File: src/rtl/layer_compositor_pkg.sv
// Shared constants for the layer compositor and the sprite readers that feed it.
//   PIX_W_DEF      default bits per pixel (4:4:4 RGB)
//   KEY_COLOR_DEF  default transparent colour key for sprite layers
//   BG_COLOR_DEF   default fill colour when no layer is visible
//   LAYER_BG       index of the background layer (never keyed)
package layer_compositor_pkg;

    localparam int unsigned PIX_W_DEF      = 12;
    localparam int unsigned NUM_LAYERS_DEF = 4;
    localparam int unsigned CNT_W_DEF      = 16;
    localparam logic [11:0] KEY_COLOR_DEF  = 12'hF0F;
    localparam logic [11:0] BG_COLOR_DEF   = 12'h000;
    localparam int unsigned LAYER_BG       = 0;

endpackage

File: src/rtl/layer_compositor_prio_enc.sv
// Combinational priority encoder over per-layer opacity.
//   opaque_i     one bit per layer, set when that layer shows a pixel
//   top_idx_o    highest-index opaque layer (0 when none)
//   any_hit_o    at least one layer is opaque
//   multi_hit_o  two or more sprite layers (excluding background) are opaque
module layer_prio_enc
    import layer_compositor_pkg::*;
#(
    parameter int unsigned NUM_LAYERS = NUM_LAYERS_DEF
) (
    input  logic [NUM_LAYERS-1:0]         opaque_i,
    output logic [$clog2(NUM_LAYERS)-1:0] top_idx_o,
    output logic                          any_hit_o,
    output logic                          multi_hit_o
);

    localparam int unsigned IDX_W = $clog2(NUM_LAYERS);

    logic seen_sprite;

    // Later iterations overwrite earlier ones, so the highest index wins.
    always_comb begin
        top_idx_o   = '0;
        any_hit_o   = 1'b0;
        multi_hit_o = 1'b0;
        seen_sprite = 1'b0;
        for (int unsigned i = 0; i < NUM_LAYERS; i++) begin
            if (opaque_i[i]) begin
                top_idx_o = IDX_W'(i);
                any_hit_o = 1'b1;
                if (i != LAYER_BG) begin
                    multi_hit_o = multi_hit_o | seen_sprite;
                    seen_sprite = 1'b1;
                end
            end
        end
    end

endmodule

File: src/rtl/layer_compositor.sv
// N-layer pixel compositor: fixed priority with colour-key transparency,
// 2-cycle pipeline, per-frame double-buffered layer enables and a per-frame
// sprite collision counter.
//   clk, rst         clock, synchronous active-high reset
//   frame_start      first pixel of a frame (qualified by pix_valid_in)
//   pix_valid_in     pixels_in valid
//   layer_en         requested layer enables, taken at frame_start
//   pixels_in        layer i at [i*PIX_W +: PIX_W], layer 0 = background
//   pix_out          composited pixel
//   pix_valid_out    pix_valid_in delayed by 2
//   top_layer        index of the displayed layer (0 also for fill)
//   collision_count  collided-pixel total of the previous frame
//   collision_flag   collision_count != 0
module layer_compositor
    import layer_compositor_pkg::*;
#(
    parameter int unsigned      NUM_LAYERS = NUM_LAYERS_DEF,
    parameter int unsigned      PIX_W      = PIX_W_DEF,
    parameter logic [PIX_W-1:0] KEY_COLOR  = PIX_W'(KEY_COLOR_DEF),
    parameter logic [PIX_W-1:0] BG_COLOR   = PIX_W'(BG_COLOR_DEF),
    parameter int unsigned      CNT_W      = CNT_W_DEF
) (
    input  logic                          clk,
    input  logic                          rst,
    input  logic                          frame_start,
    input  logic                          pix_valid_in,
    input  logic [NUM_LAYERS-1:0]         layer_en,
    input  logic [NUM_LAYERS*PIX_W-1:0]   pixels_in,
    output logic [PIX_W-1:0]              pix_out,
    output logic                          pix_valid_out,
    output logic [$clog2(NUM_LAYERS)-1:0] top_layer,
    output logic [CNT_W-1:0]              collision_count,
    output logic                          collision_flag
);

    localparam int unsigned IDX_W = $clog2(NUM_LAYERS);
    localparam int unsigned BUS_W = NUM_LAYERS * PIX_W;

    logic [NUM_LAYERS-1:0] en_active_q;
    logic                  s1_valid_q;
    logic                  s1_fs_q;
    logic [NUM_LAYERS-1:0] s1_en_q;
    logic [BUS_W-1:0]      s1_pix_q;
    logic                  s2_valid_q;
    logic [PIX_W-1:0]      pix_q;
    logic [IDX_W-1:0]      top_q;
    logic [CNT_W-1:0]      running_q;
    logic [CNT_W-1:0]      count_q;
    logic                  flag_q;

    logic [NUM_LAYERS-1:0] eff_en;
    logic [NUM_LAYERS-1:0] opaque;
    logic [PIX_W-1:0]      layer_pix;
    logic [IDX_W-1:0]      win_idx;
    logic                  any_hit;
    logic                  multi_hit;
    logic [PIX_W-1:0]      pix_d;
    logic [CNT_W-1:0]      running_d;

    // New enables apply to the frame_start pixel itself.
    always_comb begin
        eff_en = frame_start ? layer_en : en_active_q;
    end

    // Background ignores the key; sprite layers are transparent on KEY_COLOR.
    always_comb begin
        opaque    = '0;
        layer_pix = '0;
        for (int unsigned i = 0; i < NUM_LAYERS; i++) begin
            layer_pix = s1_pix_q[i*PIX_W +: PIX_W];
            if (i == LAYER_BG) begin
                opaque[i] = s1_en_q[i];
            end else begin
                opaque[i] = s1_en_q[i] && (layer_pix != KEY_COLOR);
            end
        end
    end

    layer_prio_enc #(
        .NUM_LAYERS (NUM_LAYERS)
    ) u_prio_enc (
        .opaque_i    (opaque),
        .top_idx_o   (win_idx),
        .any_hit_o   (any_hit),
        .multi_hit_o (multi_hit)
    );

    // Winner mux and saturating collision accumulator.
    always_comb begin
        pix_d = BG_COLOR;
        for (int unsigned i = 0; i < NUM_LAYERS; i++) begin
            if (any_hit && (IDX_W'(i) == win_idx)) begin
                pix_d = s1_pix_q[i*PIX_W +: PIX_W];
            end
        end

        running_d = running_q;
        if (s1_fs_q) begin
            running_d = CNT_W'(multi_hit);
        end else if (multi_hit && (running_q != {CNT_W{1'b1}})) begin
            running_d = running_q + CNT_W'(1);
        end
    end

    // Pipeline registers; data holds while its valid is low.
    always_ff @(posedge clk) begin
        if (rst) begin
            en_active_q <= '0;
            s1_valid_q  <= 1'b0;
            s1_fs_q     <= 1'b0;
            s1_en_q     <= '0;
            s1_pix_q    <= '0;
            s2_valid_q  <= 1'b0;
            pix_q       <= '0;
            top_q       <= '0;
            running_q   <= '0;
            count_q     <= '0;
            flag_q      <= 1'b0;
        end else begin
            s1_valid_q <= pix_valid_in;
            s2_valid_q <= s1_valid_q;
            if (pix_valid_in) begin
                s1_pix_q <= pixels_in;
                s1_fs_q  <= frame_start;
                s1_en_q  <= eff_en;
                if (frame_start) begin
                    en_active_q <= layer_en;
                end
            end
            if (s1_valid_q) begin
                pix_q     <= pix_d;
                top_q     <= win_idx;
                running_q <= running_d;
                if (s1_fs_q) begin
                    count_q <= running_q;
                    flag_q  <= (running_q != '0);
                end
            end
        end
    end

    assign pix_out         = pix_q;
    assign pix_valid_out   = s2_valid_q;
    assign top_layer       = top_q;
    assign collision_count = count_q;
    assign collision_flag  = flag_q;

endmodule
File: config.mk
export PLATFORM = sky130hd
export DESIGN_NAME = layer_compositor
export DESIGN_NICKNAME = d
export VERILOG_FILES = /design/src/rtl/layer_compositor_pkg.sv /design/src/rtl/layer_compositor_prio_enc.sv /design/src/rtl/layer_compositor.sv
export SDC_FILE = /design/constraint.sdc
export NUM_CORES = 1
export LEC_CHECK = 0
export ABC_AREA = 1
export BUFFER_PORTS_ARGS = -buffer_cell sky130_fd_sc_hd__buf_4
export CAP_MARGIN = 20
export CORE_UTILIZATION = 40
export DETAILED_ROUTE_END_ITERATION = 12
export GPL_TIMING_DRIVEN = 1
export SLEW_MARGIN = 0
export SYNTH_ARGS = -nofsm -noshare
export SYNTH_HDL_FRONTEND = slang
export SYNTH_SLANG_ARGS = --single-unit
File: constraint.sdc
create_clock -name clk -period 1.6 [get_ports clk]
set_clock_uncertainty 0.15 [all_clocks]
set_input_delay 0.24 -clock clk [delete_from_list [all_inputs] [get_ports clk]]
set_output_delay 0.24 -clock clk [all_outputs]
set_load 0.01 [all_outputs]
======== After elaboration in Yosys (flattened, before gate mapping) ========
Index checks and enable logic that the tools add are counted.
W data, S select, Z words.
cells by class
  add/sub/neg operators ................... 1
  equal/unequal tests ..................... 7
  multiplexer cells ....................... 18
  bitwise logic cells ..................... 1
  reduce and logical (&&, ||, !) cells .... 14
operator list
  operator                 count
  $mux W12                 4
  $ne A12 B12 Y1 const B   3
  $mux W16                 2
  $add A16 B1 Y16 const B  1
  $ne A16 B16 Y1 const B   1
  $reduce_bool A16 Y1      1
  $mux W1                  9
  $logic_and A1 B1 Y1      8
  $reduce_and A2 Y1        3
  $eq A2 B2 Y1 const A     2
  $mux W2                  2
  $mux W4                  1
  $eq A1 B2 Y1 const A     1
  $logic_not A2 Y1         1
  $reduce_bool A2 Y1       1
  $or A1 B1 Y1             1
word-level totals
  bits in registers ....................... 102
  input port bits ......................... 56
  output and inout bits ................... 32
  word-level logic and storage cells ...... 51

======== Longest topological paths before layout ========
Gate-level depths: netlist of the first run.
  depth in word-level cells ............... 11
  mapped depth ............................ 13
  mapped depth without buffers ............ 12

======== Modules after synthesis ========
From an unflattened synthesis of the first run, not the netlist that was laid out.
second synthesis, totals
  cell total of the unflattened synthesis .. 622
  area, all modules ....................... 4478.0 um^2
modules (own cells, without submodules)
  module            instances  cells each  area an instance (um^2)  seq. area each (um^2)
  layer_compositor  1          612         4438.0                   2042.0
  layer_prio_enc    1          10          40.0                     0.0

======== Worst setup path before layout of the first run ========
No wires, ideal clock.
  kind .................................... reg-to-reg
  start point ............................. register running_q[0]
  end point ............................... register running_q[7]
  setup time .............................. 0.131 ns
  data arrival time ....................... 1.456 ns
  required time ........................... 1.319 ns
  setup slack ............................. -0.136 ns
  cell stages (with the launch flop) ...... 12
  buffers on the path ..................... 1
  period minus slack after synthesis ...... 1.736 ns
  cells stage by stage .................... dfxtp_1 ha_1 nand2_2 inv_1 nand4_1 nor2_2 a21oi_2 nand3_4 nand2_4 buf_6 nand2_1 a21oi_2
on the way
  cells in the longest elaborated chain, start to end .. 4
  elaborated cells between the ends (all ways) .. 7
  classes of those cells .................. add/sub (1); eq/ne (1); mux (2); reduce/logical (3)
RTL lines
  item                                                     line                     source
  from (decl)                                              layer_compositor.sv:47   logic [CNT_W-1:0] running_q;
  from (signal assigned)                                   layer_compositor.sv:133  running_q <= running_d;
  branches (longest 4 deep; another with $add A16 B1 Y16)  -
Parallel ways; which one is timed is not known. The select of a mux whose other input is x is not followed.
A chain may end at the register's enable or synchronous reset.

======== Final worst setup path of the first run ========
  start point ............................. register running_q[1]
  end point ............................... register running_q[5]
Same word-level chain as after synthesis.

==> out/metrics.yaml, run 1 <==
synth_area_sq_mm: 0.004712
critPathTopFamily: "simple AND/OR/NAND/NOR gates"
tightest_slew_ps: 400.9
vias_per_cell: 5.043
hp-class: "in2reg"
synth-seq-area-share_pct: 43.34
power_leakage_uw: 0.003377
grt_overflow: 0
area_delta_synth_final_pct: 56.59
fillers: 1011
diodes: 0
grt_pass1_vias: 4925
synthSimpleGateAreaFrac_pct: 29.58
globalRouteMet1Util_pct: 35.14
slew_headroom_pct: 73.27
worst_setup_path_start_kind: "flop"
drive_gt1_share_pct: 37.74
cts_buffer_depth: 2
arrival_ps: 1950
synth_xor_xnor_area_share_pct: 2.230
slowest_stage: "dfxtp_2"
async_reset_ff_share_pct: 0
use_met2_pct: 38.76
routedWlPerCell_microns: 15.03
syn_nets: 733
synthCells: 675
die-area_sq_mm: 0.01222
clkTransAtPathRegs_ps: 70
ys_types: 31
total_power_uw: 6113
finalCritPeriodShare_pct: 113.2
portBuffers: 87
grt_setup_unrepaired: "yes"
critPathKind: "reg2reg"
setup_viol: 28
die_w_microns: 110.5
cts_sinks: 102
setup_ws_ps: -210.6
dpl.hpwl_microns: 10480
drt-total-wl_microns: 15450
busiest_layer: "met2"
finalHoldWorstSlack_ps: -33.18
clk_latency_ps: 350
dr.pass1.iters: 4
yosys_warnings: 0
synthAdderAreaFrac_pct: 0.5311
status: "finished with violations"
grtUsageMet3_pct: 5.159
drv_slew: 0
synth-compound-area-share_pct: 15.43
numCtsBuffers: 9
drc: 0
maxCapViolCount: 0
drt_iter0_markers: 348
cts-root-buf: "clkbuf_16"
ys_dominant_reg_cell: "dfxtp_1"
regArea_sq_mm: 0.002062
ir_drop_v: 0.001153
core.rowCount: 39
cpMostUsedCell: "nand2_4"
num_vias: 5184
setup_tns_ps: -3503
place_congestion: 0.8918
start_util_pct: 41.09
antenna_found_initial: 0
synth_top_area_cell: "dfxtp_1"
synth-edff-count: 0
max_stage_delay_ps: 340
htree_levels: 3
synth_most_common_cell: "nor2_1"
synth_mux_area_share_pct: 0
core-area_sq_mm: 0.01147
synth_top_area_share_pct: 43.34
drtAntennaViolNets: 0
ioPinCount: 88
track_usage_pct: 24.79
crit_required_ps: 1740
synthTopCellsByCount: "145 x nor2_1, 103 x nand2_1, 102 x dfxtp_1"
cts_tree: "yes"
crit_chain: "ha_4, nand2_4, inv_2, nand4_1, nor2_2, a21oi_2, nand3_4, nand2_4, nand2_1, a21oi_1"
syn_avg_cell_area_sq_um: 6.981
grt_max_degree: 45
period_needed_ps: 1811
synth_top_family_by_area: "simple AND/OR/NAND/NOR gates"
multiInputGateArea_sq_mm: 0.002641
max_freq_ghz: 0.5523
die_h_microns: 110.5
hold_viol_final: 3
ys_seq_elements: 102
cp_max_fo: 8
cp-end-kind: "flop"
synth_area_leaders: "dfxtp_1 43%, nor2_1 12%, o21ai_0 8.8%, nand2_1 8.2%, nand3_1 5.3%"
nets: 938
grt_pass1_wl_microns: 24390
critical_path_buf_inv_count: 1
power_density_mw_per_mm2: 828.5
failed_checks: "hold timing, setup timing"
## worst reg2reg max path: stages, from the launching register on
cell	delay, ps
dfxtp_2	340
ha_4	170
nand2_4	70
inv_2	40
nand4_1	120
nor2_2	50
a21oi_2	190
nand3_4	200
nand2_4	200
nand2_1	100
a21oi_1	140
## kinds of logic after synthesis
family,count (synthesis)
adder cells (fa/ha/maj),2
AND/OR/NAND/NOR,328
AO/OA/AOI/OAI,135
buffers and inverters,96
XOR/XNOR,12
flip-flops,102
## sequential cells by signal, indices dropped and copies added, names as in the netlist
register,flops
collision_flag,1
pix_out,12
s1_pix_q,48
running_q,16
pix_valid_out,1
s1_valid_q,1
s1_en_q,4
s1_fs_q,1
top_layer,2
collision_count,16
## where the power goes
group	internal (uW)	switching, uW
Clock	1420	979
Combinational	476	499
Sequential	2670	76.6
## worst paths after layout
| path | startpoint | endpoint | slack, ps | cells past startpoint |
|---|---|---|---|---|
| hold / removal | rst | running_q[11] | -30 | 2 |
| setup / recovery | running_q[1] | running_q[5] | -210 | 10 |
| setup reg to reg | running_q[1] | running_q[5] | -210 | 10 |
| hold reg to reg | pix_out[10] | pix_out[10] | 330 | 2 |
## layer usage
layer  share of wire [%]  up-vias
li1                    -     2575
met1                  48     2452
met2                  45      144
met3                 5.3       13
met4                 1.2        0
met5                   0        -
## metrics by stage
step | cells | worst slack (ps) | cell area [sq um] | utilization (%)
after floorplan | 675 | -41.04 | 4727 | -
after global placement | 952 | -196.3 | 6041 | 52.68
after detailed placement | 952 | -169.4 | 6041 | 52.68
after CTS | 1018 | -130.4 | 7028 | 61.29
after global routing | 1028 | -267.6 | 7378 | 64.34
final | 1028 | -210.6 | 7378 | 64.34
## final cells by class
class	count	share of cell area, %
clock buffers	11	3.290
clock inverters	5	1.102
inverters	56	3.018
multi-input cells	478	35.80
flip-flops and latches	102	27.95
well taps	143	2.425
repair buffers	232	26.27
repair inverters	1	0.1526
## what timing repair did
item | 4_1_cts | 5_1_grt
endpoints found under the hold margin | 41 | 2
pin swaps | 21 | 39
buffers inserted | 12 | 7
hold buffers | 38 | 2
resized for setup | 53 | 77
gates cloned | 0 | 2
endpoints found under the setup margin | 29 | 31
## cells in the final DEF, fill, tap and decap left out, types with 2 or more instances in the layout
master           n
nand3_2         26
dfxtp_2         16
nand4_1          6
a21oi_2         18
clkinv_1         2
nand3_1         23
inv_2           11
o21ai_0         81
buf_6            7
xor2_1          12
nand2_1         79
inv_1           42
nand3_4          3
buf_12           5
nor2_4           3
nor2_2           7
nor4_2           3
nor2_1         138
clkbuf_16        9
a21oi_1         29
dfxtp_1         86
nor3_1           7
buf_4          179
dlygate4sd3_1   40
nand2_2         18
nand2_4         13
o211ai_1         2
bufinv_16        2
Power figures use the tool's default switching activity.
==> run 2, diff against run 1 <==
- CORE_UTILIZATION: 40 -> 50
- PLACE_DENSITY: default -> 0.76
==> run 2 against run 1 <==
The flow finishes with violations (setup timing). Register-to-register slack about the same. Maximum frequency is 0.40% lower. Final cell count decreased by 4.5%. Largest power group unchanged. Largest cell class unchanged. Final area decreased by 4.7%.
==> out/metrics.yaml, run 2 (same netlist as run 1, synthesis figures left out) <==
status: "finished with violations"  # unchanged
failed_checks: "setup timing"  # was hold timing, setup timing
top_layer_used: "met4"  # unchanged
die_h_microns: 99.08  # was 110.5 microns
drt_iter0_markers: 336  # was 348
die_w_microns: 99.08  # was 110.5 microns
cp_max_fo: 8  # unchanged
wl_met3_microns: 1185  # was 817 microns
ir_drop_v: 0.0004725  # was 0.001153 V
drive_gt1_share_pct: 33.98  # was 37.74%
layout_commonest_cell: "buf_4"  # unchanged
power_density_mw_per_mm2: 760.6  # was 828.5 mW/mm^2
drtAntennaViolNets: 0  # unchanged
total_power_uw: 5349  # was 6113 uW
crit_required_ps: 1750  # was 1740 ps
htree_levels: 3  # unchanged
largest_reg_flops: 48  # unchanged
area_delta_synth_final_pct: 49.23  # was 56.59%
drv_slew: 0  # unchanged
diodes: 0  # unchanged
arrival_ps: 1970  # was 1950 ps
numCtsBuffers: 9  # unchanged
ff2ff_path_depth: 12  # was 10
tightest_slew_ps: 481.4  # was 400.9 ps
track_usage_pct: 30.99  # was 24.79%
grt_pass1_vias: 4954  # was 4,925
clkTransAtPathRegs_ps: 100  # was 70 ps
critPathKind: "reg2reg"  # unchanged
power.switching_uw: 1502  # was 1554 uW
cts_buffer_depth: 2  # unchanged
slew_headroom_pct: 67.91  # was 73.27%
ioPinCount: 88  # unchanged
clk_latency_ps: 370  # was 350 ps
grt_overflow: 0  # unchanged
routedWlPerCell_microns: 16.13  # was 15.03 microns
holdPathStages: 3  # was 2
ff2ff_setup_slack_ps: -220  # was -210 ps
maxCapViolCount: 0  # unchanged
hold_viol_final: 0  # was 3
period_needed_ps: 1818  # was 1811 ps
intPower_uw: 3847  # was 4559 uW
setup_tns_ps: -4446  # was -3503 ps
max_stage_delay_ps: 340  # about the same
worst_setup_path_start_kind: "flop"  # unchanged
regToRegEndpoint: "pix_out[8]"  # was running_q[5]
layout_common_cells: "164 x buf_4, 139 x nor2_1, 90 x dfxtp_1"  # was 179 x buf_4, 138 x nor2_1, 86 x dfxtp_1
clockPowerShare_pct: 30.5  # was 39.2%
core.rowCount: 35  # was 39
dr.pass1.iters: 6  # was 4
cts_sinks: 102  # unchanged
hold-path-endpoint: "s1_pix_q[28]"  # was running_q[11]
setup_ws_ps: -217.9  # was -210.6 ps
power_frac_seq_pct: 51.3  # was 44.9%
antenna_found_initial: 0  # unchanged
grt_max_degree: 71  # was 45
power_leakage_uw: 0.003201  # was 0.003377 uW
grt_pass1_wl_microns: 24080  # was 24,390 microns
cts-root-buf: "clkbuf_8"  # was clkbuf_16
max_freq_ghz: 0.5501  # was 0.5523 GHz
largest-register: "s1_pix_q"  # unchanged
vias_per_cell: 5.446  # was 5.043
dr_wl_met2_microns: 7227  # was 6963 microns
min_from: "pixels_in[28]"  # was rst
nets: 925  # was 938
crit_chain: "inv_1, nand2_1, nor2_2, nand3_2, nand2_4, nand2_4, nor2_4, buf_8, nand2_4, nand3_2, nand2_1, a21oi_1"  # was ha_4, nand2_4, inv_2, nand4_1, nor2_2, a21oi_2, nand3_4, nand2_4, nand2_1, a21oi_1
start_util_pct: 51.24  # was 41.09%
finalCritPeriodShare_pct: 113.6  # was 113.2%
core-area_sq_mm: 0.009196  # was 0.01147 sq mm
portBuffers: 87  # unchanged
cpMostUsedCell: "nand2_4"  # unchanged
num_vias: 5348  # was 5,184
setup_viol: 29  # was 28
drt-total-wl_microns: 15840  # was 15,450 microns
cts_tree: "yes"  # unchanged
place_congestion: 0.9498  # was 0.8918
grt_setup_unrepaired: "yes"  # unchanged
hp-class: "in2reg"  # unchanged
p_comb_share_pct: 18.2  # was 15.9%
dpl.hpwl_microns: 9528  # was 10,480 microns
die-area_sq_mm: 0.009816  # was 0.01222 sq mm
drc: 0  # unchanged
m1WireLength_microns: 6773  # was 7490 microns
slowest_stage: "dfxtp_2"  # unchanged
cp-end-kind: "flop"  # unchanged
swShare_pct: 28.07  # was 25.42%
r2r-start: "s1_pix_q[40]"  # was running_q[1]
## run 2: cell types whose count changed in the layout (fill, tap and decap cells not counted), moves of 5 or more
cell / before / now
nand2_1: 79 / 84
dlygate4sd3_1: 40 / 45
clkbuf_16: 9 / 0
buf_4: 179 / 164
clkbuf_8: 1 / 9
nand2_2: 18 / 13
o21ai_1: 1 / 6
## run 2: what timing repair did
action | in CTS | in global routing
cloned | 2 | 0
endpoints found under the setup margin | 29 | 31
hold endpoints to repair | 45 | 0
pin swaps | 30 | 43
hold buffers | 45 | 0
resized for setup | 45 | 72
buffers inserted | 5 | 5
## run 2: cell type report
cell class	count	area, sq um
multi-input combinational	477	2596
fill	635	2165
sequential	102	2057
timing repair buffer	221	1836
inverter	56	217.7
tap	111	138.9
clock buffer	10	127.6
clock inverter	5	58.81
## run 2: worst max-delay path: cells and delay by family (launching register included)
family | cells | cell delay, ps
simple gates | 9 | 860
flops | 1 | 340
buf+inv | 2 | 240
compound gates | 1 | 170
## run 2: metal layers
layer | vias to the layer above | global-route usage [%]
li1 | 2550 | -
met1 | 2449 | 41.54
met2 | 283 | 49.81
met3 | 66 | 5.603
met4 | 0 | 11.88
met5 | - | 0
## run 2: through the flow
step	cells	util [%]	setup slack (ps)	hold WS (ps)	instance area, sq um
floorplan	675	-	-41.04	224.9	4727
global placement	912	64.46	-152.2	306.5	5928
detailed placement	912	64.46	-182.9	312.8	5928
CTS	979	73.76	-158.5	8.851	6783
global route	982	76.46	-299.5	34.77	7032
finish	982	76.46	-217.9	3.514	7032
## run 2: worst max path at each step
stage                       from  slack (ps)       endpoint
global route        running_q[1]        -300   running_q[8]
detailed placement  s1_pix_q[46]        -180    pix_out[11]
finish              s1_pix_q[40]        -220     pix_out[8]
CTS                 running_q[1]        -160  running_q[11]
global placement    running_q[1]        -150   running_q[0]
floorplan           running_q[0]         -40   running_q[7]
## run 2: power groups by stage
stage	logic [uW]	clock network, uW	registers [uW]
2_1_floorplan	376	0	2790
3_3_place_gp	717	0	2780
3_5_place_dp	734	0	2790
5_1_grt	1050	1750	2760
6_report	972	1630	2740
4_1_cts	870	1650	2730
==> run 3, diff against run 2 <==
- ABC_AREA: 1 -> default
- CORE_UTILIZATION: 50 -> 49
- PLACE_DENSITY: 0.76 -> 0.75
==> run 3 against run 2 <==
Maximum frequency is 22% lower. The run still ends with setup timing left. Critical path depth is 3 lower. Clock-buffer cell count is 1 higher. Sequential power hardly changed. Utilization is 6.4 points higher. Die area is 6.2% lower. Sequential share of layout area is 0.34 points higher.
==> out/metrics.yaml, run 3 <==
status: "finished with violations"  # unchanged
failed_checks: "setup timing"  # unchanged
drv_slew: 0  # unchanged
start_util_pct: 51.62  # was 51.24%
core-area_sq_mm: 0.008382  # was 0.009196 sq mm
cts_buffer_depth: 2  # unchanged
cts_tree: "yes"  # unchanged
utilization_pct: 82.88  # was 76.46%
async_reset_ff_share_pct: 0  # unchanged
layout_common_cells: "187 x buf_4, 91 x dfxtp_1, 78 x nor2_1"  # was 164 x buf_4, 139 x nor2_1, 90 x dfxtp_1
ys_types: 48  # was 31
track_usage_pct: 32.47  # was 30.99%
largest-register: "s1_pix_q"  # unchanged
die_h_microns: 95.97  # was 99.08 microns
tightest_slew_ps: 543.8  # was 481.4 ps
grt_max_degree: 90  # was 71
cts_sinks: 102  # unchanged
power_leakage_uw: 0.002980  # was 0.003201 uW
drc: 0  # unchanged
grt_pass1_wl_microns: 22120  # was 24,080 microns
top_layer_used: "met4"  # unchanged
critPathKind: "reg2reg"  # unchanged
antenna_found_initial: 1  # was 0
drtAntennaViolNets: 0  # unchanged
place_congestion: 0.9150  # was 0.9498
numCtsBuffers: 9  # unchanged
die_w_microns: 95.97  # was 99.08 microns
grt_overflow: 0  # unchanged
cts-root-buf: "clkbuf_8"  # unchanged
regToRegEndpoint: "pix_out[11]"  # was pix_out[8]
dr_wl_met2_microns: 7799  # was 7227 microns
ir_drop_v: 0.0004586  # was 0.0004725 V
min_from: "layer_en[1]"  # was pixels_in[28]
layout.cells.non_filler: 830  # was 982
synth-seq-area-share_pct: 47.19  # was 43.34%
htree_levels: 3  # unchanged
largest_reg_flops: 48  # unchanged
clk_latency_ps: 380  # was 370 ps
fin_area_sq_mm: 0.006947  # was 0.007032 sq mm
slew_headroom_pct: 63.62  # was 67.91%
worst_setup_path_start_kind: "flop"  # unchanged
synth_area_sq_mm: 0.004327  # was 0.004712 sq mm
nets: 778  # was 925
period_needed_ps: 2340  # was 1818 ps
finalCritPeriodShare_pct: 146.2  # was 113.6%
hold_viol_final: 0  # unchanged
setup_viol: 30  # was 29
num_vias: 4907  # was 5,348
synth_top_area_cell: "dfxtp_1"  # unchanged
dpl.hpwl_microns: 9070  # was 9528 microns
crit_required_ps: 1740  # was 1750 ps
syn_nets: 550  # was 733
dp_cells: 753  # was 912
ff2ff_setup_slack_ps: -740  # was -220 ps
ff2ff_path_depth: 9  # was 12
setup_ws_ps: -739.5  # was -217.9 ps
die-area_sq_mm: 0.009209  # was 0.009816 sq mm
grt_pass1_vias: 4556  # was 4,954
clkTransAtPathRegs_ps: 110  # was 100 ps
layout_commonest_cell: "buf_4"  # unchanged
yosys_warnings: 0  # unchanged
drt_iter0_markers: 430  # was 336
drt-total-wl_microns: 16390  # was 15,840 microns
r2r-start: "s1_pix_q[42]"  # was s1_pix_q[40]
cp_max_fo: 7  # was 8
arrival_ps: 2480  # was 1970 ps
hp-class: "in2reg"  # unchanged
syn_avg_cell_area_sq_um: 8.794  # was 6.981 sq um
placedInstanceArea_sq_mm: 0.005813  # was 0.005928 sq mm
synthCells: 492  # was 675
synth_most_common_cell: "dfxtp_1"  # was nor2_1
ioPinCount: 88  # unchanged
synth_area_leaders: "dfxtp_1 47%, mux2i_1 11%, nor2_1 6.9%, nand2_1 6.2%, a21oi_1 4.2%"  # was dfxtp_1 43%, nor2_1 12%, o21ai_0 8.8%, nand2_1 8.2%, nand3_1 5.3%
synthTopCellsByCount: "102 x dfxtp_1, 80 x nor2_1, 71 x nand2_1"  # was 145 x nor2_1, 103 x nand2_1, 102 x dfxtp_1
vias_per_cell: 5.912  # was 5.446
area_delta_synth_final_pct: 60.56  # was 49.23%
ys_seq_elements: 102  # unchanged
synth-edff-count: 0  # unchanged
max_freq_ghz: 0.4274  # was 0.5501 GHz
cp-end-kind: "flop"  # unchanged
holdPathStages: 3  # unchanged
power_density_mw_per_mm2: 759.6  # was 760.6 mW/mm^2
m1WireLength_microns: 6083  # was 6773 microns
grt_setup_unrepaired: "yes"  # unchanged
maxCapViolCount: 0  # unchanged
synth_top_area_share_pct: 47.19  # was 43.34%
drive_gt1_share_pct: 38.40  # was 33.98%
wl_met3_microns: 1566  # was 1185 microns
ys_dominant_reg_cell: "dfxtp_1"  # unchanged
portBuffers: 87  # unchanged
routedWlPerCell_microns: 19.74  # was 16.13 microns
core.rowCount: 33  # was 35
hold-path-endpoint: "s1_en_q[1]"  # was s1_pix_q[28]
dr.pass1.iters: 5  # was 6
[run 3: changes by cell type after synthesis, sizes merged, moves of 10 or more]
cell / delta
o21ai: -70
nor2: -68
mux2i: +49
inv: -47
nand3: -45
nand2: -38
a21oi: -10
[run 3: logic make-up after synthesis]
family                   count (synthesis)  share of synthesized area (%)
AND/OR/NAND/NOR                        206                          22.47
flip-flops                             102                          47.19
AO/OA/AOI/OAI                           87                          13.07
multiplexers                            49                          11.34
buffers and inverters                   37                          3.470
XOR/XNOR                                 8                          1.619
adder cells (fa/ha/maj)                  3                         0.8385
[run 3: power breakdown]
| group | internal (uW) | total (uW) | switching, uW |
|---|---|---|---|
| Combinational | 478 | 900 | 421 |
| Sequential | 2640 | 2710 | 73.1 |
| Clock | 755 | 1660 | 908 |
| Total | 3870 | 5280 | 1400 |
[run 3: critical path, stage by stage, from the launching register on]
cell and delay (ps):
dfxtp_2 350, nand4bb_4 230, buf_4 160, buf_4 130, o31ai_4 290, buf_6 210, o21ai_1 90, a31oi_1 280
a21oi_2 70, a211oi_1 280
[run 3: per-stage QoR]
stage	setup WS (ps)	hold slack [ps]	TNS [ps]	power, uW
floorplan	-358.4	237.2	-5471	3056
global placement	-370.5	296.4	-9297	3405
detailed placement	-404.7	296.7	-10540	3426
CTS	-417.2	16.68	-10180	5115
global route	-804.0	15.24	-16160	5442
finish	-739.5	15.78	-15110	5277
[run 3: worst max-delay path by stage]
stage                  from           end  slack (ps)  depth (start not counted)
6_report       s1_pix_q[42]   pix_out[11]        -740                          9
5_1_grt        s1_pix_q[42]   pix_out[11]        -800                          9
4_1_cts        s1_pix_q[19]  running_q[9]        -420                          7
3_5_place_dp   s1_pix_q[43]    pix_out[9]        -400                          6
3_3_place_gp   s1_pix_q[43]  running_q[0]        -370                          7
2_1_floorplan  s1_pix_q[43]  running_q[0]        -360                          7
[run 3: routing by layer]
layer	global-route usage, %	vias to the layer above
met5	0	-
met4	15.67	0
met3	6.635	93
met2	54.46	302
met1	39.68	2331
li1	-	2181
[run 3: final cells by class]
cell class | instances | area (sq um)
diodes | 1 | 2.502
clock buffers | 11 | 141.4
clock inverters | 4 | 47.55
fillers | 447 | 1435
inverters | 6 | 27.53
multi-input cells | 354 | 2484
flip-flops and latches | 102 | 2056
well taps | 105 | 131.4
repair buffers | 247 | 2057
[run 3: repair_timing]
item,4_1_cts,5_1_grt
endpoints found under the setup margin,31,31
pin swaps,31,32
gates cloned,0,2
hold buffers,48,0
endpoints found under the hold margin,48,0
setup buffers,4,7
gates resized for setup,23,62
